===== src/rtl/insn_encoder.sv =====
// RV32I instruction encoder: field description in, 32-bit word out through a small FIFO.
// Illegal requests are swallowed and reported through err_o / err_code_o.
module insn_encoder #(
    parameter int DEPTH = 4,
    parameter int CNTW  = 16
) (
    input  logic                     clk,
    input  logic                     reset_n,
    input  logic                     flush_i,
    input  logic                     req_valid_i,
    output logic                     req_ready_o,
    input  logic [3:0]               cls_i,
    input  logic [2:0]               funct3_i,
    input  logic                     alt_i,
    input  logic [4:0]               rd_i,
    input  logic [4:0]               rs1_i,
    input  logic [4:0]               rs2_i,
    input  logic [31:0]              imm_i,
    output logic                     out_valid_o,
    input  logic                     out_ready_i,
    output logic [31:0]              insn_o,
    output logic [$clog2(DEPTH):0]   count_o,
    output logic [CNTW-1:0]          insn_cnt_o,
    output logic                     err_o,
    output logic [2:0]               err_code_o
);

    localparam int AW = $clog2(DEPTH);
    localparam int CW = AW + 1;
    localparam logic [31:0] NOP = 32'h0000_0013;

    localparam logic [6:0] OP_R   = 7'b0110011;
    localparam logic [6:0] OP_I   = 7'b0010011;
    localparam logic [6:0] OP_LD  = 7'b0000011;
    localparam logic [6:0] OP_ST  = 7'b0100011;
    localparam logic [6:0] OP_BR  = 7'b1100011;
    localparam logic [6:0] OP_JAL = 7'b1101111;
    localparam logic [6:0] OP_JR  = 7'b1100111;
    localparam logic [6:0] OP_LUI = 7'b0110111;
    localparam logic [6:0] OP_AUI = 7'b0010111;

    logic signed [31:0] w_simm;
    logic [6:0]         w_f7;
    logic               w_shift;
    logic               w_r12;
    logic               w_bad_cls;
    logic               w_range_bad;
    logic               w_align_bad;
    logic               w_f3_bad;
    logic               w_alt_ok;
    logic [2:0]         w_code;
    logic               w_legal;
    logic [31:0]        w_word;

    logic [31:0]        r_mem [DEPTH];
    logic [AW-1:0]      r_wptr;
    logic [AW-1:0]      r_rptr;
    logic [CW-1:0]      r_count;
    logic [CNTW-1:0]    r_icnt;
    logic               r_err;
    logic [2:0]         r_code;

    logic               w_full;
    logic               w_acc;
    logic               w_push;
    logic               w_pop;

    assign w_simm  = $signed(imm_i);
    assign w_f7    = alt_i ? 7'h20 : 7'h00;
    assign w_shift = (funct3_i == 3'd1) || (funct3_i == 3'd5);
    assign w_r12   = (w_simm < -32'sd2048) || (w_simm > 32'sd2047);

    always_comb begin
        w_bad_cls   = 1'b0;
        w_range_bad = 1'b0;
        w_align_bad = 1'b0;
        w_f3_bad    = 1'b0;
        w_alt_ok    = 1'b0;
        w_word      = NOP;
        case (cls_i)
            4'd0: begin
                w_alt_ok = (funct3_i == 3'd0) || (funct3_i == 3'd5);
                w_word   = {w_f7, rs2_i, rs1_i, funct3_i, rd_i, OP_R};
            end
            4'd1: begin
                w_alt_ok = (funct3_i == 3'd5);
                if (w_shift) begin
                    w_range_bad = (w_simm < 32'sd0) || (w_simm > 32'sd31);
                    w_word = {w_f7, imm_i[4:0], rs1_i, funct3_i, rd_i, OP_I};
                end else begin
                    w_range_bad = w_r12;
                    w_word = {imm_i[11:0], rs1_i, funct3_i, rd_i, OP_I};
                end
            end
            4'd2: begin
                w_range_bad = w_r12;
                w_f3_bad    = (funct3_i == 3'd3) || (funct3_i >= 3'd6);
                w_word      = {imm_i[11:0], rs1_i, funct3_i, rd_i, OP_LD};
            end
            4'd3: begin
                w_range_bad = w_r12;
                w_f3_bad    = (funct3_i > 3'd2);
                w_word      = {imm_i[11:5], rs2_i, rs1_i, funct3_i,
                               imm_i[4:0], OP_ST};
            end
            4'd4: begin
                w_range_bad = (w_simm < -32'sd4096) || (w_simm > 32'sd4094);
                w_align_bad = imm_i[0];
                w_f3_bad    = (funct3_i == 3'd2) || (funct3_i == 3'd3);
                w_word      = {imm_i[12], imm_i[10:5], rs2_i, rs1_i, funct3_i,
                               imm_i[4:1], imm_i[11], OP_BR};
            end
            4'd5: begin
                w_range_bad = (w_simm < -32'sd1048576) ||
                              (w_simm > 32'sd1048574);
                w_align_bad = imm_i[0];
                w_word      = {imm_i[20], imm_i[10:1], imm_i[11],
                               imm_i[19:12], rd_i, OP_JAL};
            end
            4'd6: begin
                w_range_bad = w_r12;
                w_f3_bad    = (funct3_i != 3'd0);
                w_word      = {imm_i[11:0], rs1_i, funct3_i, rd_i, OP_JR};
            end
            4'd7: begin
                w_align_bad = (imm_i[11:0] != 12'd0);
                w_word      = {imm_i[31:12], rd_i, OP_LUI};
            end
            4'd8: begin
                w_align_bad = (imm_i[11:0] != 12'd0);
                w_word      = {imm_i[31:12], rd_i, OP_AUI};
            end
            default: w_bad_cls = 1'b1;
        endcase
    end

    // First failing check wins: class, range, alignment, funct3/alt.
    always_comb begin
        w_code = 3'd0;
        if (w_bad_cls)
            w_code = 3'd1;
        else if (w_range_bad)
            w_code = 3'd2;
        else if (w_align_bad)
            w_code = 3'd3;
        else if (w_f3_bad || (alt_i && !w_alt_ok))
            w_code = 3'd4;
    end

    assign w_legal = (w_code == 3'd0);

    assign w_full      = (r_count == CW'(DEPTH));
    assign req_ready_o = !w_full;
    assign w_acc       = req_valid_i && !w_full;
    assign w_push      = w_acc && w_legal && !flush_i;
    assign w_pop       = (r_count != '0) && out_ready_i && !flush_i;

    always_ff @(posedge clk or negedge reset_n) begin
        if (!reset_n) begin
            r_wptr  <= '0;
            r_rptr  <= '0;
            r_count <= '0;
            r_icnt  <= '0;
            r_err   <= 1'b0;
            r_code  <= 3'd0;
        end else if (flush_i) begin
            r_wptr  <= '0;
            r_rptr  <= '0;
            r_count <= '0;
            r_err   <= 1'b0;
        end else begin
            if (w_push)
                r_wptr <= r_wptr + AW'(1);
            if (w_pop) begin
                r_rptr <= r_rptr + AW'(1);
                r_icnt <= r_icnt + CNTW'(1);
            end
            if (w_push && !w_pop)
                r_count <= r_count + CW'(1);
            else if (w_pop && !w_push)
                r_count <= r_count - CW'(1);
            r_err <= w_acc && !w_legal;
            if (w_acc && !w_legal)
                r_code <= w_code;
        end
    end

    always_ff @(posedge clk) begin
        if (w_push)
            r_mem[r_wptr] <= w_word;
    end

    assign out_valid_o = (r_count != '0);
    assign insn_o      = out_valid_o ? r_mem[r_rptr] : NOP;
    assign count_o     = r_count;
    assign insn_cnt_o  = r_icnt;
    assign err_o       = r_err;
    assign err_code_o  = r_code;

endmodule

===== config.mk =====
export PLATFORM = sky130hd
export DESIGN_NAME = insn_encoder
export DESIGN_NICKNAME = d
export VERILOG_FILES = /design/src/rtl/insn_encoder.sv
export SDC_FILE = /design/constraint.sdc
export NUM_CORES = 1
export LEC_CHECK = 0
export ABC_AREA = 1
export BUFFER_PORTS_ARGS = -buffer_cell sky130_fd_sc_hd__buf_2
export CORE_ASPECT_RATIO = 1.25
export CORE_MARGIN = 5
export CORE_UTILIZATION = 30
export DETAILED_ROUTE_END_ITERATION = 16
export PLACE_DENSITY = 0.55
export SLEW_MARGIN = 25
export SYNTH_ARGS = -nofsm -noshare
export SYNTH_HDL_FRONTEND = slang
export SYNTH_SLANG_ARGS = --single-unit

===== constraint.sdc =====
create_clock -name clk -period 3.6 [get_ports clk]
set_input_delay 0.18 -clock clk [delete_from_list [all_inputs] [get_ports clk]]
set_output_delay 0.18 -clock clk [all_outputs]
set_load 0.02 [all_outputs]

# After elaboration in Yosys (flattened, before gate mapping)
# Memories as Yosys holds them, arrays and structs flattened.
# Cells that the tools add are included.
# Widths: inputs -> output; s select.
op_classes:
  add_sub_neg: 5
  n_lt_le_gt_ge: 10
  eq_ne: 13
  mux: 23
  bitwise_logic: 1
  reduce_logical: 39
ops:
  columns: ["cell", "count"]
  rows:
  - ["$pmux 32 s9", 1]
  - ["$mux 32", 2]
  - ["$gt 32x12->1 const B", 1]
  - ["$gt 32x13->1 const B", 1]
  - ["$gt 32x21->1 const B", 1]
  - ["$gt 32x6->1 const B", 1]
  - ["$lt 32x1->1 const B", 1]
  - ["$lt 32x12->1 const B", 1]
  - ["$lt 32x13->1 const B", 1]
  - ["$lt 32x21->1 const B", 1]
  - ["$mux 3", 7]
  - ["$add 16x1->16 const B", 1]
  - ["$eq 4x3->1 const B", 4]
  - ["$reduce_bool 12->1", 1]
  - ["$logic_and 1x1->1", 9]
  - ["$logic_or 1x1->1", 9]
  - ["$reduce_bool 3->1", 3]
  - ["$reduce_or 9->1", 1]
  - ["$eq 4x2->1 const B", 2]
  - ["$mux 2", 4]
  - ["$pmux 1 s4", 2]
  - ["$eq 3x2->1 const B", 2]
  - ["$eq 3x3->1 const B", 2]
  - ["$logic_not 1->1", 6]
  - ["other kinds (18)", 27]
totals:
  reg_bits: 27
  ramBits: 128
  inputBits: 60
  out_inout_bits: 57
  memories: 1
mem_list:
  columns: ["name", "depth", "width", "read_ports", "rd_ports_with_merged_regs", "wr", "line", "source"]
  rows:
  - ["r_mem", 4, 32, 1, 0, 1, "55", "logic [31:0] r_mem [DEPTH];"]

# Longest topological paths before layout
depth:
  ltp_word: 18
  mapped_depth: 20
  mapped_depth_nobuf: 20

# Worst setup path after synthesis
# Ideal clock, no wire load.
synth_timing:
  kind: "register to register"
  start: "reg r_count[0], in the netlist count_o[0]"
  end: "mem r_mem[0][10] (enable)"
  setup_time_ps: 417
  arrival_ps: 2655
  path_slack_ps: 528
  path_stages_with_launch: 7
  path_buffers: 0
  cell_sequence: "dfrtp_1 > inv_1 > nand3_1 > nand2_1 > nor2_1 > nand3_2 > nor2_1"
synth_between:
  elab_chain_len: 7
synth_rtl:
  columns: ["element", "line", "source"]
  rows:
  - ["from (decl)", "58", "logic [CW-1:0] r_count;"]
  - ["from (signal assigned)", "179", "r_count <= r_count + CW'(1);"]
  - ["from (signal assigned)", "181", "r_count <= r_count - CW'(1);"]
  - ["$eq 3x3->1", "152", "assign w_full = (r_count == CW'(DEPTH));"]
  - ["$logic_not 1->1", null, null]
  - ["net req_ready_o", "11", "output logic req_ready_o,"]
  - ["$logic_and 1x1->1", "154", "assign w_acc = req_valid_i && !w_full;"]
  - ["$logic_and 1x1->1 (2 in a row)", "155", "assign w_push = w_acc && w_legal && !flush_i;"]
  - ["$mux 1", "189", "if (w_push)"]
  - ["$mux 1 (not written as such)", "190", "r_mem[r_wptr] <= w_word;"]
  - ["to (decl)", "55", null]
# The timed path passes the listed nets, and every way through them passes these cells.

# Final worst setup path
layout_timing:
  start: "reg r_rptr[0]"
  end: "out insn_o[4]"
layout_between:
  elab_chain_len: 2
layout_rtl:
  columns: ["element", "line", "source"]
  rows:
  - ["from (decl)", "57", "logic [AW-1:0] r_rptr;"]
  - ["from (signal assigned)", "175", "r_rptr <= r_rptr + AW'(1);"]
  - ["$mem_v2 4x32", null, null]
  - ["$mux 32", "194", "assign insn_o = out_valid_o ? r_mem[r_rptr] : NOP;"]
  - ["to (decl)", "21", "output logic [31:0] insn_o,"]
# Every way passes these cells.

==> summary by stage <==
Timing
Setup repair after global routing left no endpoint under its margin. The max-slew violation total from the final report is 0. The final total negative setup slack is 0 ns. The clock arrives with 0.00804 ns of skew. Setup slack on the critical path of the routed design comes to 0.735 ns. In this run the tightest slew margin relative to its limit is 0.361. The maximum clock rate is 0.349 GHz. The post-route fraction of the period consumed by the critical path is 0.796.

The count of endpoints failing setup in the final report is 0. The routed design could run at a clock period as short as 2.87 ns. At the pin with the least slew margin, the transition time is 0.958 ns. The hold violation count in the final report is 0.

Clocking
TritonCTS built the clock tree. The number of clock sinks is 147. The later-pin clock latency in the skew report is 0.42 ns.

The number of buffers created by CTS is 17. The H-tree was split into 4 levels. Clock-pin slew was measured on the worst setup and hold paths at 0.06 ns.

The maximum buffer depth of the clock tree is 2. The root buffer cell is clkbuf_16. The number of post-CTS setup repair buffers is 0.

Yosys
The sequential share of the synthesized area is 0.595. The post-synthesis cell type with the largest combined area is edfxtp_1. The unique cell type count in the Yosys netlist is 45. In this run the cell area of the synthesized design comes to 7190 sq um. By instance count, the leading cell after synthesis is nor2_1. By area the synthesized netlist is led by edfxtp_1 50%, dfrtp_1 9.4%, nor2_1 8.8%. The share of synthesized area in the top cell type comes to 0.501. In the synthesized netlist, the number of instances is 757. The per-instance average area after synthesis is 9.49 sq um. Counting flops and latches in the post-synthesis netlist gives 147. The share of synthesized flip-flops with an asynchronous set or reset is 0.184. By count the netlist is led by 168 x nor2_1, 120 x edfxtp_1, 91 x nand2_1. Yosys printed 0 warnings. In this run, synthesis inferred 120 flip-flops with an integrated enable. For this run, the leading register cell type out of synthesis is edfxtp_1.

Floorplan
The placement row count is 63. The core region area is 23600 sq um. For this design the top-level I/O count stands at 117. The area enclosed by the die boundary is 27200 sq um.

The height of the die is 183 microns. The initial utilization of the core area, before any placement, comes to 0.304. The die extent in x is 148 microns.

Placement
The weighted congestion reported at the end of routability-driven placement is 0.962. The placed wire-length estimate is 14.9 mm. The number of I/O port buffers is 114. Timing analysis after detailed placement gives a worst setup slack of 1.05 ns.

Worst setup path
The element type at the critical path end is a primary output. In this run the critical register-to-register path is captured at r_mem[3][5]. The worst stage delay on the critical path is 0.65 ns. Data on the critical path arrives at its endpoint at 2.69 ns. The number of cells on the worst reg-to-reg path is 7. The worst setup path category is flop to primary output. The required time at the worst-slack endpoint is 3.42 ns. The number of buffer and inverter stages on the critical path is 2. The worst-case register-to-register setup slack is 1.34 ns. The worst register-to-register path begins at count_o[0]. The kind of start point of the critical path is a flop. For this design, the slowest cell found on the critical path is o311ai_0. The biggest fanout along the worst timing path is 28.

Traced cell by cell, the critical path runs through inv_1, nor2_1, o311ai_0, buf_2. The kind of cell with the highest combined delay along the critical path is buffers and inverters.

Global route
Entering global routing, the biggest net connects 35 pins. The first global-routing pass estimated 31.1 mm of wire. The met1 layer usage reported by global route is 0.177.

The met2 routing resource usage after global routing is 0.263. For met3 alone, demand over resource in global routing was 0.0415. The via count of the first global-routing pass is 5555.

Summed over all layers, the global routing overflow is 0. The initial antenna violation count is 1. For this run, the total global-route usage over all layers was measured as 0.152. The global routing's busiest layer is met2.

Routing
The routed layout has 5727 vias. The total wire length is 20.6 mm. In the routed design, unresolved DRC markers number 0. In the final routed layout, each cell accounts on average for 17.5 microns. Once detail routing completed, the nets flagged for antenna violations numbered 0. The first routing iteration left 426 violations. The number of vias per cell after detailed routing is 4.85. The number of optimization iterations in the first detailed-route pass is 5.

Run status
The flow ran to the end, and the final reports show no timing, DRC or antenna violations.

Flow run
The tool flagged a number of max-cap violations equal to 0.

Min path
The sink of the worst hold path is r_rptr[0]. The startpoint identified for the worst hold timing path is out_ready_i. The path class of the tightest hold or removal check is primary input to flop. Counting instances, the worst hold path has a depth of 3.

Finish
The number of inserted filler cells in the final layout is 2371. From synthesis to final layout, the design area changed by 21.0%. At the end of the flow, the number of nets in the layout was 942. The fraction of layout instances using a drive strength above 1 is 0.233.

The number of antenna repair diodes is 0.

Power
The power per standard cell area is 546 nW/um^2. The worst-case IR drop observed on VDD is 0.000319 V. In this run the static leakage power is 3.64 nW.
==> layout by cell type (no fill, tap or decap), types with 4 or more instances in the layout <==
cell type / count
xnor2_1: 4
nor3_1: 7
clkbuf_16: 17
nand3_1: 27
edfxtp_1: 120
xor2_1: 11
nand2_2: 4
nand3_2: 5
a21oi_1: 37
buf_4: 12
nor2_1: 164
nand4_1: 8
o211ai_1: 5
o21ai_0: 84
nor2_2: 12
nand2_1: 91
inv_6: 7
buf_2: 114
inv_1: 65
ha_1: 5
o22ai_1: 4
inv_2: 13
dfrtp_1: 26
==> per-stage QoR <==
stage / util / hold slack, ns / area (sq um) / std cells / power [mW]
2_1_floorplan: - / -0.116 / 7190 / 758 / 2.67
3_3_place_gp: 0.343 / 0.241 / 8110 / 1148 / 3.11
3_5_place_dp: 0.343 / 0.235 / 8110 / 1148 / 3.11
4_1_cts: 0.368 / 0.0835 / 8690 / 1181 / 4.81
5_1_grt: 0.368 / 0.104 / 8690 / 1181 / 4.98
6_report: 0.368 / 0.0993 / 8690 / 1181 / 4.75
==> layer usage <==
layer	vias up	part of all wire
met4	2	0.029
li1	2786	-
met3	35	0.066
met1	2706	0.40
met2	198	0.51
met5	-	0.00034
==> worst min-delay path, stage by stage <==
cell     delay, ns
buf_2         0.11
nand2_4       0.11
a21oi_1       0.08
==> layout make-up <==
cell class	instances	area, sq um	share of cell area
flip-flops and latches	147	4280	0.492
multi-input cells	504	2510	0.289
repair buffers	127	671	0.0771
clock buffers	17	425	0.0489
well taps	292	365	0.0420
inverters	79	297	0.0341
clock inverters	15	144	0.0166
==> registers in the layout, summed over array words and instances (netlist names) <==
signal and count:
err_code_o 3, insn_cnt_o 16, err_o 1, r_rptr 2, r_mem 120, count_o 3
r_wptr 2
==> power by group <==
group	switching, mW	internal [mW]
combinational	0.767	0.325
sequential	0.0587	1.91
clock	0.722	0.967
total	1.55	3.20
==> worst max-delay path by stage <==
| stage | startpoint | endpoint | slack, ns | cells past startpoint |
|---|---|---|---|---|
| 2_1_floorplan | count_o[0] | r_mem[0][10] | 0.53 | 6 |
| 3_3_place_gp | cls_i[2] | count_o[2] | 1.07 | 19 |
| 3_5_place_dp | cls_i[3] | count_o[2] | 1.05 | 18 |
| 4_1_cts | r_rptr[0] | insn_o[4] | 0.65 | 4 |
| 5_1_grt | r_rptr[0] | insn_o[4] | 0.58 | 4 |
| 6_report | r_rptr[0] | insn_o[4] | 0.73 | 4 |
==> cells by family after synthesis <==
| logic type | share of synthesized area |
|---|---|
| AO/OA/AOI/OAI | 0.107 |
| XOR/XNOR | 0.0183 |
| adder cells (fa/ha/maj) | 0.0115 |
| buffers and inverters | 0.0571 |
| flip-flops | 0.595 |
| other | 0.000522 |
| AND/OR/NAND/NOR | 0.210 |
==> repair_timing <==
action,in CTS,in global routing
hold buffers,1,0
resized for setup,0,0
endpoints found under the hold margin,27,0
Note: power is estimated with default switching activity, not from simulation.
